$ cat src/rtl/st7735_pkg.sv
// Shared ST7735 definitions: opcodes, command FSM states and window checks.
package st7735_pkg;

    localparam logic [7:0] CMD_SWRESET = 8'h01;
    localparam logic [7:0] CMD_SLPIN   = 8'h10;
    localparam logic [7:0] CMD_SLPOUT  = 8'h11;
    localparam logic [7:0] CMD_DISPOFF = 8'h28;
    localparam logic [7:0] CMD_DISPON  = 8'h29;
    localparam logic [7:0] CMD_CASET   = 8'h2A;
    localparam logic [7:0] CMD_RASET   = 8'h2B;
    localparam logic [7:0] CMD_RAMWR   = 8'h2C;

    typedef enum logic [2:0] {
        ST_IDLE,
        ST_CASET,
        ST_RASET,
        ST_RAMWR,
        ST_SKIP
    } cmd_state_t;

    // A window edge pair is legal when start <= end and end lies inside the panel.
    function automatic logic window_ok(input logic [15:0] s, input logic [15:0] e,
                                       input int unsigned limit);
        return (s <= e) && (32'(e) < limit);
    endfunction

endpackage

$ cat src/rtl/st7735_receiver_if.sv
// SPI link inputs and decoded pixel/command/status outputs of the receiver.
interface st7735_receiver_if;
    logic        LCD_CLK;
    logic        CS;
    logic        MOSI;
    logic        DC;
    logic        PIXEL_VALID;
    logic [7:0]  PIXEL_X;
    logic [7:0]  PIXEL_Y;
    logic [15:0] PIXEL_DATA;
    logic        CMD_VALID;
    logic [7:0]  CMD_BYTE;
    logic        SLEEP_OUT;
    logic        DISPLAY_ON;
    logic        FRAME_DONE;
    logic        ERROR;

    modport slave (
        input  LCD_CLK, CS, MOSI, DC,
        output PIXEL_VALID, PIXEL_X, PIXEL_Y, PIXEL_DATA, CMD_VALID, CMD_BYTE,
               SLEEP_OUT, DISPLAY_ON, FRAME_DONE, ERROR
    );

    modport master (
        output LCD_CLK, CS, MOSI, DC,
        input  PIXEL_VALID, PIXEL_X, PIXEL_Y, PIXEL_DATA, CMD_VALID, CMD_BYTE,
               SLEEP_OUT, DISPLAY_ON, FRAME_DONE, ERROR
    );
endinterface

$ cat src/rtl/st7735_receiver_spi_byte_rx.sv
// SPI mode-0 byte receiver: synchronizes the asynchronous link, detects LCD_CLK
// rising edges and assembles MSB-first bytes with the DC bit taken at bit 0.
module spi_byte_rx (
    input  logic       SYSTEM_CLK,
    input  logic       RESET,
    input  logic       lcd_clk,
    input  logic       cs,
    input  logic       mosi,
    input  logic       dc,
    output logic       byte_valid,
    output logic [7:0] byte_data,
    output logic       byte_dc
);

    logic [1:0] clk_sync;
    logic [1:0] cs_sync;
    logic [1:0] mosi_sync;
    logic [1:0] dc_sync;
    logic       clk_prev;
    logic [6:0] shift;
    logic [2:0] bit_cnt;
    logic       clk_rise;

    // Two-flop synchronizers; CS resets to deselected so no bit is taken at release.
    always_ff @(posedge SYSTEM_CLK or posedge RESET) begin
        if (RESET) begin
            clk_sync  <= '0;
            cs_sync   <= '1;
            mosi_sync <= '0;
            dc_sync   <= '0;
            clk_prev  <= 1'b0;
        end else begin
            clk_sync  <= {clk_sync[0], lcd_clk};
            cs_sync   <= {cs_sync[0], cs};
            mosi_sync <= {mosi_sync[0], mosi};
            dc_sync   <= {dc_sync[0], dc};
            clk_prev  <= clk_sync[1];
        end
    end

    assign clk_rise = clk_sync[1] & ~clk_prev;

    // Shift in one bit per LCD_CLK rise while selected; CS high drops a partial byte.
    always_ff @(posedge SYSTEM_CLK or posedge RESET) begin
        if (RESET) begin
            shift      <= '0;
            bit_cnt    <= '0;
            byte_valid <= 1'b0;
            byte_data  <= '0;
            byte_dc    <= 1'b0;
        end else begin
            byte_valid <= 1'b0;
            if (cs_sync[1]) begin
                bit_cnt <= '0;
            end else if (clk_rise) begin
                shift   <= {shift[5:0], mosi_sync[1]};
                bit_cnt <= bit_cnt + 3'd1;
                if (bit_cnt == 3'd7) begin
                    byte_valid <= 1'b1;
                    byte_data  <= {shift, mosi_sync[1]};
                    byte_dc    <= dc_sync[1];
                end
            end
        end
    end

endmodule

$ cat src/rtl/st7735_receiver.sv
// ST7735 display-side receiver: decodes the command stream into window setup,
// status flags and addressed RGB565 pixel writes.
module st7735_receiver
    import st7735_pkg::*;
#(
    parameter int WIDTH  = 160,
    parameter int HEIGHT = 120
) (
    input  logic               SYSTEM_CLK,
    input  logic               RESET,
    st7735_receiver_if.slave   bus
);

    localparam logic [7:0] XE_DEF = 8'(WIDTH - 1);
    localparam logic [7:0] YE_DEF = 8'(HEIGHT - 1);

    logic       rx_valid;
    logic [7:0] rx_data;
    logic       rx_dc;

    spi_byte_rx u_rx (
        .SYSTEM_CLK (SYSTEM_CLK),
        .RESET      (RESET),
        .lcd_clk    (bus.LCD_CLK),
        .cs         (bus.CS),
        .mosi       (bus.MOSI),
        .dc         (bus.DC),
        .byte_valid (rx_valid),
        .byte_data  (rx_data),
        .byte_dc    (rx_dc)
    );

    cmd_state_t  state_q, state_n;
    logic [7:0]  xs_q, xe_q, ys_q, ye_q, xs_n, xe_n, ys_n, ye_n;
    logic [7:0]  cx_q, cy_q, cx_n, cy_n;
    logic [23:0] arg_q, arg_n;
    logic [2:0]  arg_cnt_q, arg_cnt_n;
    logic        phase_q, phase_n;
    logic [7:0]  hi_q, hi_n;
    logic        sleep_q, sleep_n, disp_q, disp_n, err_q, err_n;
    logic        pix_valid_q, pix_valid_n, frame_q, frame_n, cmd_valid_q, cmd_valid_n;
    logic [7:0]  px_q, px_n, py_q, py_n, cmd_byte_q, cmd_byte_n;
    logic [15:0] pdata_q, pdata_n;
    logic [15:0] win_s, win_e;

    // Register all FSM, window, cursor and output state.
    always_ff @(posedge SYSTEM_CLK or posedge RESET) begin
        if (RESET) begin
            state_q     <= ST_IDLE;
            xs_q        <= '0;
            xe_q        <= XE_DEF;
            ys_q        <= '0;
            ye_q        <= YE_DEF;
            cx_q        <= '0;
            cy_q        <= '0;
            arg_q       <= '0;
            arg_cnt_q   <= '0;
            phase_q     <= 1'b0;
            hi_q        <= '0;
            sleep_q     <= 1'b0;
            disp_q      <= 1'b0;
            err_q       <= 1'b0;
            pix_valid_q <= 1'b0;
            frame_q     <= 1'b0;
            cmd_valid_q <= 1'b0;
            px_q        <= '0;
            py_q        <= '0;
            pdata_q     <= '0;
            cmd_byte_q  <= '0;
        end else begin
            state_q     <= state_n;
            xs_q        <= xs_n;
            xe_q        <= xe_n;
            ys_q        <= ys_n;
            ye_q        <= ye_n;
            cx_q        <= cx_n;
            cy_q        <= cy_n;
            arg_q       <= arg_n;
            arg_cnt_q   <= arg_cnt_n;
            phase_q     <= phase_n;
            hi_q        <= hi_n;
            sleep_q     <= sleep_n;
            disp_q      <= disp_n;
            err_q       <= err_n;
            pix_valid_q <= pix_valid_n;
            frame_q     <= frame_n;
            cmd_valid_q <= cmd_valid_n;
            px_q        <= px_n;
            py_q        <= py_n;
            pdata_q     <= pdata_n;
            cmd_byte_q  <= cmd_byte_n;
        end
    end

    // Command dispatch, window argument collection and RAMWR pixel/cursor stepping.
    always_comb begin
        state_n     = state_q;
        xs_n        = xs_q;
        xe_n        = xe_q;
        ys_n        = ys_q;
        ye_n        = ye_q;
        cx_n        = cx_q;
        cy_n        = cy_q;
        arg_n       = arg_q;
        arg_cnt_n   = arg_cnt_q;
        phase_n     = phase_q;
        hi_n        = hi_q;
        sleep_n     = sleep_q;
        disp_n      = disp_q;
        err_n       = err_q;
        pix_valid_n = 1'b0;
        frame_n     = 1'b0;
        cmd_valid_n = 1'b0;
        px_n        = px_q;
        py_n        = py_q;
        pdata_n     = pdata_q;
        cmd_byte_n  = cmd_byte_q;
        win_s       = {arg_q[23:8]};
        win_e       = {arg_q[7:0], rx_data};

        if (rx_valid) begin
            if (!rx_dc) begin
                cmd_valid_n = 1'b1;
                cmd_byte_n  = rx_data;
                arg_cnt_n   = '0;
                phase_n     = 1'b0;
                case (rx_data)
                    CMD_SWRESET: begin
                        xs_n    = '0;
                        xe_n    = XE_DEF;
                        ys_n    = '0;
                        ye_n    = YE_DEF;
                        cx_n    = '0;
                        cy_n    = '0;
                        sleep_n = 1'b0;
                        disp_n  = 1'b0;
                        err_n   = 1'b0;
                        state_n = ST_IDLE;
                    end
                    CMD_SLPIN:   begin sleep_n = 1'b0; state_n = ST_IDLE; end
                    CMD_SLPOUT:  begin sleep_n = 1'b1; state_n = ST_IDLE; end
                    CMD_DISPOFF: begin disp_n  = 1'b0; state_n = ST_IDLE; end
                    CMD_DISPON:  begin disp_n  = 1'b1; state_n = ST_IDLE; end
                    CMD_CASET:   state_n = ST_CASET;
                    CMD_RASET:   state_n = ST_RASET;
                    CMD_RAMWR: begin
                        state_n = ST_RAMWR;
                        cx_n    = xs_q;
                        cy_n    = ys_q;
                    end
                    default:     state_n = ST_SKIP;
                endcase
            end else begin
                case (state_q)
                    ST_CASET, ST_RASET: begin
                        if (arg_cnt_q < 3'd3) begin
                            arg_n     = {arg_q[15:0], rx_data};
                            arg_cnt_n = arg_cnt_q + 3'd1;
                        end else if (arg_cnt_q == 3'd3) begin
                            arg_cnt_n = 3'd4;
                            if (state_q == ST_CASET) begin
                                if (window_ok(win_s, win_e, WIDTH)) begin
                                    xs_n = win_s[7:0];
                                    xe_n = win_e[7:0];
                                end else begin
                                    err_n = 1'b1;
                                end
                            end else begin
                                if (window_ok(win_s, win_e, HEIGHT)) begin
                                    ys_n = win_s[7:0];
                                    ye_n = win_e[7:0];
                                end else begin
                                    err_n = 1'b1;
                                end
                            end
                        end
                    end
                    ST_RAMWR: begin
                        if (!phase_q) begin
                            hi_n    = rx_data;
                            phase_n = 1'b1;
                        end else begin
                            phase_n     = 1'b0;
                            pix_valid_n = 1'b1;
                            px_n        = cx_q;
                            py_n        = cy_q;
                            pdata_n     = {hi_q, rx_data};
                            if (cx_q == xe_q) begin
                                cx_n = xs_q;
                                if (cy_q == ye_q) begin
                                    cy_n    = ys_q;
                                    frame_n = 1'b1;
                                end else begin
                                    cy_n = cy_q + 8'd1;
                                end
                            end else begin
                                cx_n = cx_q + 8'd1;
                            end
                        end
                    end
                    default: ;
                endcase
            end
        end
    end

    assign bus.PIXEL_VALID = pix_valid_q;
    assign bus.PIXEL_X     = px_q;
    assign bus.PIXEL_Y     = py_q;
    assign bus.PIXEL_DATA  = pdata_q;
    assign bus.CMD_VALID   = cmd_valid_q;
    assign bus.CMD_BYTE    = cmd_byte_q;
    assign bus.SLEEP_OUT   = sleep_q;
    assign bus.DISPLAY_ON  = disp_q;
    assign bus.FRAME_DONE  = frame_q;
    assign bus.ERROR       = err_q;

endmodule

$ cat src/flat_wrapper.sv
// flat-port wrapper written by rule: the top's interface ports become plain ports
module st7735_receiver_flat import st7735_pkg::*;
#(
    parameter int WIDTH  = 160,
    parameter int HEIGHT = 120
)
  (SYSTEM_CLK, RESET, bus_LCD_CLK, bus_CS, bus_MOSI, bus_DC, bus_PIXEL_VALID, bus_PIXEL_X, bus_PIXEL_Y, bus_PIXEL_DATA, bus_CMD_VALID, bus_CMD_BYTE, bus_SLEEP_OUT, bus_DISPLAY_ON, bus_FRAME_DONE, bus_ERROR);
  st7735_receiver_if bus_i ();
  input  logic SYSTEM_CLK;
  input  logic RESET;
  input wire logic [$bits(bus_i.LCD_CLK)-1:0] bus_LCD_CLK;
  input wire logic [$bits(bus_i.CS)-1:0] bus_CS;
  input wire logic [$bits(bus_i.MOSI)-1:0] bus_MOSI;
  input wire logic [$bits(bus_i.DC)-1:0] bus_DC;
  output wire logic [$bits(bus_i.PIXEL_VALID)-1:0] bus_PIXEL_VALID;
  output wire logic [$bits(bus_i.PIXEL_X)-1:0] bus_PIXEL_X;
  output wire logic [$bits(bus_i.PIXEL_Y)-1:0] bus_PIXEL_Y;
  output wire logic [$bits(bus_i.PIXEL_DATA)-1:0] bus_PIXEL_DATA;
  output wire logic [$bits(bus_i.CMD_VALID)-1:0] bus_CMD_VALID;
  output wire logic [$bits(bus_i.CMD_BYTE)-1:0] bus_CMD_BYTE;
  output wire logic [$bits(bus_i.SLEEP_OUT)-1:0] bus_SLEEP_OUT;
  output wire logic [$bits(bus_i.DISPLAY_ON)-1:0] bus_DISPLAY_ON;
  output wire logic [$bits(bus_i.FRAME_DONE)-1:0] bus_FRAME_DONE;
  output wire logic [$bits(bus_i.ERROR)-1:0] bus_ERROR;
  assign bus_i.LCD_CLK = bus_LCD_CLK;
  assign bus_i.CS = bus_CS;
  assign bus_i.MOSI = bus_MOSI;
  assign bus_i.DC = bus_DC;
  assign bus_PIXEL_VALID = bus_i.PIXEL_VALID;
  assign bus_PIXEL_X = bus_i.PIXEL_X;
  assign bus_PIXEL_Y = bus_i.PIXEL_Y;
  assign bus_PIXEL_DATA = bus_i.PIXEL_DATA;
  assign bus_CMD_VALID = bus_i.CMD_VALID;
  assign bus_CMD_BYTE = bus_i.CMD_BYTE;
  assign bus_SLEEP_OUT = bus_i.SLEEP_OUT;
  assign bus_DISPLAY_ON = bus_i.DISPLAY_ON;
  assign bus_FRAME_DONE = bus_i.FRAME_DONE;
  assign bus_ERROR = bus_i.ERROR;
  st7735_receiver #(.WIDTH(WIDTH), .HEIGHT(HEIGHT)) u_core (.SYSTEM_CLK(SYSTEM_CLK), .RESET(RESET), .bus(bus_i));
endmodule
$ cat config.mk
export PLATFORM = sky130hd
export DESIGN_NAME = st7735_receiver_flat
export DESIGN_NICKNAME = d
export VERILOG_FILES = /design/src/rtl/st7735_pkg.sv /design/src/rtl/st7735_receiver_if.sv /design/src/rtl/st7735_receiver_spi_byte_rx.sv /design/src/rtl/st7735_receiver.sv /design/src/flat_wrapper.sv
export SDC_FILE = /design/constraint.sdc
export NUM_CORES = 1
export LEC_CHECK = 0
export CAP_MARGIN = 20
export CORE_MARGIN = 2
export CORE_UTILIZATION = 59
export DETAILED_ROUTE_END_ITERATION = 10
export PLACE_DENSITY_LB_ADDON = 0.25
export SETUP_SLACK_MARGIN = 0.3
export SLEW_MARGIN = 20
export SYNTH_ARGS = -nofsm -noshare
export SYNTH_HDL_FRONTEND = slang
export SYNTH_HIERARCHICAL = 1
export SYNTH_SLANG_ARGS = --single-unit
$ cat constraint.sdc
create_clock -name SYSTEM_CLK -period 5.7 [get_ports SYSTEM_CLK]
set_input_delay 0.57 -clock SYSTEM_CLK [delete_from_list [all_inputs] [get_ports SYSTEM_CLK]]
set_output_delay 0.57 -clock SYSTEM_CLK [all_outputs]
set_load 0.005 [all_outputs]
# Yosys cells after proc, flatten, opt, wreduce, memory -nomap -nowiden
# Cells that the tools add are included.
# totals
ff_bits,162
input_bits,6
output_inout_bits,46
# op_classes
addsub,4
n_lt_le_gt_ge,4
eq_ne,28
muxes,73
bitwise_logic,5
n_reduce_logical,26
# op_table
op,n
two-way mux 8 bit,36
"equality test 8 x 6 -> 1 bit, second input constant",5
one-hot mux 8 bit (2 select lines),2
two-way mux 1 bit,26
AND reduction 7 bit,3
two-way mux 3 bit,6
"adder 8 x 1 -> 8 bit, second input constant",2
"equality test 8 x 5 -> 1 bit, second input constant",2
equality test 8 bit,2
less-or-equal comparator 16 bit,1
"< comparator 16 x 7 -> 1 bit, second input constant",1
"< comparator 16 x 8 -> 1 bit, second input constant",1
"inequality test 2 x 1 -> 1 bit, second input constant",8
AND reduction 4 bit,4
one-hot mux 3 bit (4 select lines),1
AND reduction 3 bit,4
"equality test 3 x 2 -> 1 bit, second input constant",3
"equality test 8 x 1 -> 1 bit, second input constant",1
nonzero test 2 bit,4
"adder 3 x 1 -> 3 bit, second input constant",2
AND reduction 2 bit,3
OR reduction 2 bit,3
AND reduction 5 bit,1
OR reduction 5 bit,1
other kinds (12),18

# Longest topological paths before layout
# depth
word_depth,8
depth_mapped,11

# Modules after synthesis
# Netlist, hierarchy kept.
# by_module_without_submodules
mod,instances,cells_each,area_each_um2,seq_area_each_um2
st7735_receiver,1,603,6329.8,3343.2
spi_byte_rx,1,59,1032.2,728.2

# Least setup slack after synthesis
# OpenSTA, ideal clock, no wires.
# synth_path
kind,flip-flop to flip-flop
startpoint,register u_core.u_rx.byte_data[1]
endpoint,register u_core.xe_q[5]
arrival_time_ns,2.658
slack_ns,2.976
stages_incl_launch_ff,12
n_path_buf,2
path_cell_list,dfrtp_1 > buf_2 > clkinv_1 > ha_1 > nor2b_1 > o211ai_1 > a21boi_0 > o41a_1 > or2_2 > nor3_2 > buf_2 > a22o_1
# synth_via
elab_chain_len,4
word_cells_on_any_way,7
classes_between,order compare (2); eq/ne (2); reduce/logical (3)
# synth_lines
item,line_no,text
from (decl),st7735_receiver_spi_byte_rx.sv:11,"output logic [7:0] byte_data,"
from (signal assigned),st7735_receiver_spi_byte_rx.sv:60,"byte_data <= {shift, mosi_sync[1]};"
less-or-equal comparator 16 bit / < comparator 16 x 8 -> 1 bit (equally long branches),st7735_pkg.sv:24,return (s <= e) && (32'(e) < limit);
logical AND 1 bit,st7735_pkg.sv:24,
inequality test 2 x 1 -> 1 bit (no source line),n/a,
AND reduction 7 bit (no source line) *,n/a,
to (signal assigned),st7735_receiver.sv:73,xe_q <= xe_n;
to (decl),st7735_receiver.sv:34,"logic [7:0] xs_q, xe_q, ys_q, ye_q, xs_n, xe_n, ys_n, ye_n;"
# Mark *: on every way between the ends. The rest lies on a longest branch, timed or not.
# A chain may end at the register's enable or synchronous reset.

# Final worst setup path
# layout_path
startpoint,register u_core.u_rx.byte_data[1]
endpoint,register u_core.xs_q[2]
# layout_via
elab_chain_len,4
word_cells_on_any_way,7
classes_between,order compare (2); eq/ne (2); reduce/logical (3)
# layout_lines
item,line_no,text
less-or-equal comparator 16 bit / < comparator 16 x 8 -> 1 bit (equally long branches),st7735_pkg.sv:24,
logical AND 1 bit,st7735_pkg.sv:24,
inequality test 2 x 1 -> 1 bit (no source line),n/a,
AND reduction 7 bit (no source line) *,n/a,
to (signal assigned),st7735_receiver.sv:72,xs_q <= xs_n;
to (decl),st7735_receiver.sv:34,
# Marked as above.

==> results_dict.tcl <==
set metrics [dict create \
    synth_cells 662 \
    synth_area_mm2 0.007362 \
    clockPowerShare_pct 48.3 \
    maxSlewHeadroom_pct 42.75 \
    grt_overflow 0 \
    yosysTopAreaCell "dfrtp_1" \
    crit_path_end_kind "register" \
    placementRows 40 \
    track_usage_pct 26.81 \
    crit_type "register to register" \
    core_area_mm2 0.01211 \
    numCtsBuffers 17 \
    die_h_um 115.7 \
    final.period_utilization_pct 58.98 \
    die-area_mm2 0.01339 \
    final_cell_mix "dfrtp_1, nand2_1, mux2_2, clkdlybuf4s50_1, o21ai_0" \
    start_kind "register" \
    dp_hpwl_mm 11.38 \
    slew_viol_final 0 \
    htreeDepth 4 \
    yosysWarnings 6 \
    clock_skew_ns 0.01106 \
    p_sw_w 0.0005179 \
    firstDrtPassIters 8 \
    synth_top_area_share_pct 50.31 \
    io_buffers 51 \
    vias 5356 \
    grt_pass1_vias 5180 \
    cts_root_buf "clkbuf_16" \
    postCtsHoldBufs 0 \
    grt_max_degree 84 \
    total_power_w 0.002409 \
    viasPerCell 6.032 \
    hp-class "register to register" \
    combPwrFrac_pct 2.1 \
    synth_edf_count 0 \
    nNetsFinal 735 \
    seqPwrFrac_pct 49.6 \
    period_minus_slack_ns 3.362 \
    drv_cap 0 \
    setup_violations 0 \
    ir_drop_v 0.0002516 \
    synth_seq_area_share_pct 55.30 \
    yosys-top-cells-area "dfrtp_1, mux2_2, dfstp_2, nand2_1, ha_1" \
    clock_path_buffers 2 \
    critPathRequiredTime_ns 6.06 \
    clkLatencyLatePin_ns 0.43 \
    synth_fp_nets 690 \
    fmax_mhz 297.5 \
    crit_arrival_ns 3.72 \
    switching_share_pct 21.50 \
    wl_per_cell_um 18.50 \
    drtIter0Drc 521 \
    nFillCells 850 \
    synth-main-ff-cell "dfrtp_1" \
    fin_setup_tns_ns 0 \
    cts.clk_slew.worst_paths_ns 0.06 \
    drc 0 \
    num_antenna_cells 0 \
    p_per_area_mw_per_mm2 280.1 \
    crit_fanout 14 \
    ios 52 \
    hold_violations 0 \
    drt_wl_total_mm 16.43 \
    drive_gt1_share_pct 17.22 \
    die_w_um 115.7 \
    tritoncts "built" \
    postRouteAntennaNets 0 \
    leakage_nw 3.895 \
    syn_to_final_growth_pct 16.81 \
    async_flop_share_pct 100.0 \
    synth_cell_type_count 65 \
    gp_congestion 0.9111 \
    cts_setup_buffers 0 \
    post_cts_resized 0 \
    initial_utilization_pct 60.79 \
    tightestPinTransition_ns 0.8556 \
    syn_avg_cell_area_um2 11.12 \
    clock_sinks 162 \
    status "completed" \
    rsz0062_at_grt "false" \
    synth-seq-cells 162 \
    internal-power_w 0.001891 \
    grt_first_pass_wirelength_mm 27.25 \
    final_common_cell "dfrtp_1" \
    antenna_found_initial 0 \
]
## logic make-up after synthesis
group	after synthesis	synth area share, %
buffers and inverters	61	3.484
AND/OR/NAND/NOR	185	11.98
flip-flops	162	55.30
XOR/XNOR	27	3.212
AO/OA/AOI/OAI	144	13.02
multiplexers	61	9.262
adder cells (fa/ha/maj)	22	3.739
## metal layers
layer	global-route usage [%]	routed length [um]	vias to the layer above
li1	-	-	2451
met1	37.95	7310	2674
met2	41.87	7792	204
met3	4.916	960	27
met4	10.00	363	0
met5	0	0	-
## power by group through the flow
| stage | clock network [W] | logic (W) | registers (W) |
|---|---|---|---|
| after floorplan | 0 | 0.0000397 | 0.00121 |
| after global placement | 0 | 0.0000497 | 0.00121 |
| after detailed placement | 0 | 0.0000521 | 0.00121 |
| after CTS | 0.00118 | 0.0000523 | 0.00119 |
| after global routing | 0.00123 | 0.0000582 | 0.00120 |
| final | 0.00116 | 0.0000502 | 0.00119 |
## worst paths after layout
check,cells past startpoint,end,slack (ns),startpoint
max in group asynchronous,3,u_core/cx_q[1],3.85,RESET
min in group asynchronous,2,u_core/u_rx/clk_sync[0],0.63,RESET
setup reg to reg,9,u_core/xs_q[2],2.34,u_core/u_rx/byte_data[1]
setup / recovery,9,u_core/xs_q[2],2.34,u_core/u_rx/byte_data[1]
hold / removal,0,u_core/u_rx/mosi_sync[1],0.35,u_core/u_rx/mosi_sync[0]
hold reg to reg,0,u_core/u_rx/mosi_sync[1],0.35,u_core/u_rx/mosi_sync[0]
## cells in the mapped netlist, types with 2 or more instances
library cell	count
nand3b_1	2
a31o_2	2
o41ai_1	2
a21boi_0	3
clkbuf_1	20
ha_1	22
a22o_1	13
o22a_1	4
and3_1	5
o32ai_1	3
or2_2	2
o31ai_1	3
buf_6	3
dfrtp_1	148
nand4_1	5
a2bb2oi_1	5
buf_1	2
xor2_1	23
a211oi_1	6
a32o_1	2
o21ai_0	50
o21a_1	3
a21oi_1	24
o22ai_1	2
buf_2	4
xnor2_1	4
dfstp_2	14
inv_1	30
nand3_1	21
or3_1	2
and2_1	4
mux2_2	57
nand2b_1	2
nor2b_1	2
nor2_1	31
nand2_1	81
nor4_1	9
mux2i_1	4
nor3_1	8
a221oi_1	3
o211ai_1	8
## flip-flops by register name, indices dropped and copies added, names as in the netlist, 3 cells and up
name and cells:
u_core/u_rx/byte_data 8, u_core/hi_q 8, u_core/xe_q 8, u_core/u_rx/bit_cnt 3
u_core/u_rx/shift 7, u_core/bus.PIXEL_Y 8, u_core/xs_q 8, u_core/ye_q 8
u_core/ys_q 8, u_core/bus.CMD_BYTE 8, u_core/bus.PIXEL_DATA 16, u_core/bus.PIXEL_X 8
u_core/arg_q 24, u_core/cx_q 8, u_core/cy_q 8, u_core/arg_cnt_q 3
u_core/state_q 3
## cell type report
type	instances	area, um^2	area share (%)
flip-flops and latches	162	4071	47.34
clock inverters	14	180.2	2.095
well taps	168	210.2	2.444
clock buffers	18	429.2	4.991
inverters	32	125.1	1.455
repair buffers	55	540.5	6.285
multi-input cells	439	3043	35.38
## per-stage QoR
stage	hold slack [ns]	worst slack (ns)	util (%)	instance area (um^2)	instances
after global placement	0.3317	2.552	65.95	7988	856
final	0.3485	2.338	71.00	8600	888
after detailed placement	0.3347	2.372	65.95	7988	856
after floorplan	0.3312	1.595	-	7362	662
after global routing	0.3566	2.126	71.00	8600	888
after CTS	0.3497	2.372	70.98	8597	888
## worst max-delay path, cell delays in order (launching register included)
cell and delay (ns):
dfrtp_1 0.51, clkinv_1 0.30, ha_1 0.37, nor2b_1 0.14, o211ai_1 0.14, a21boi_0 0.10, o41a_1 0.50, or2_2 0.36
nor3_2 0.63, a22o_1 0.24
No activity file was read; power rests on OpenSTA's default activity.
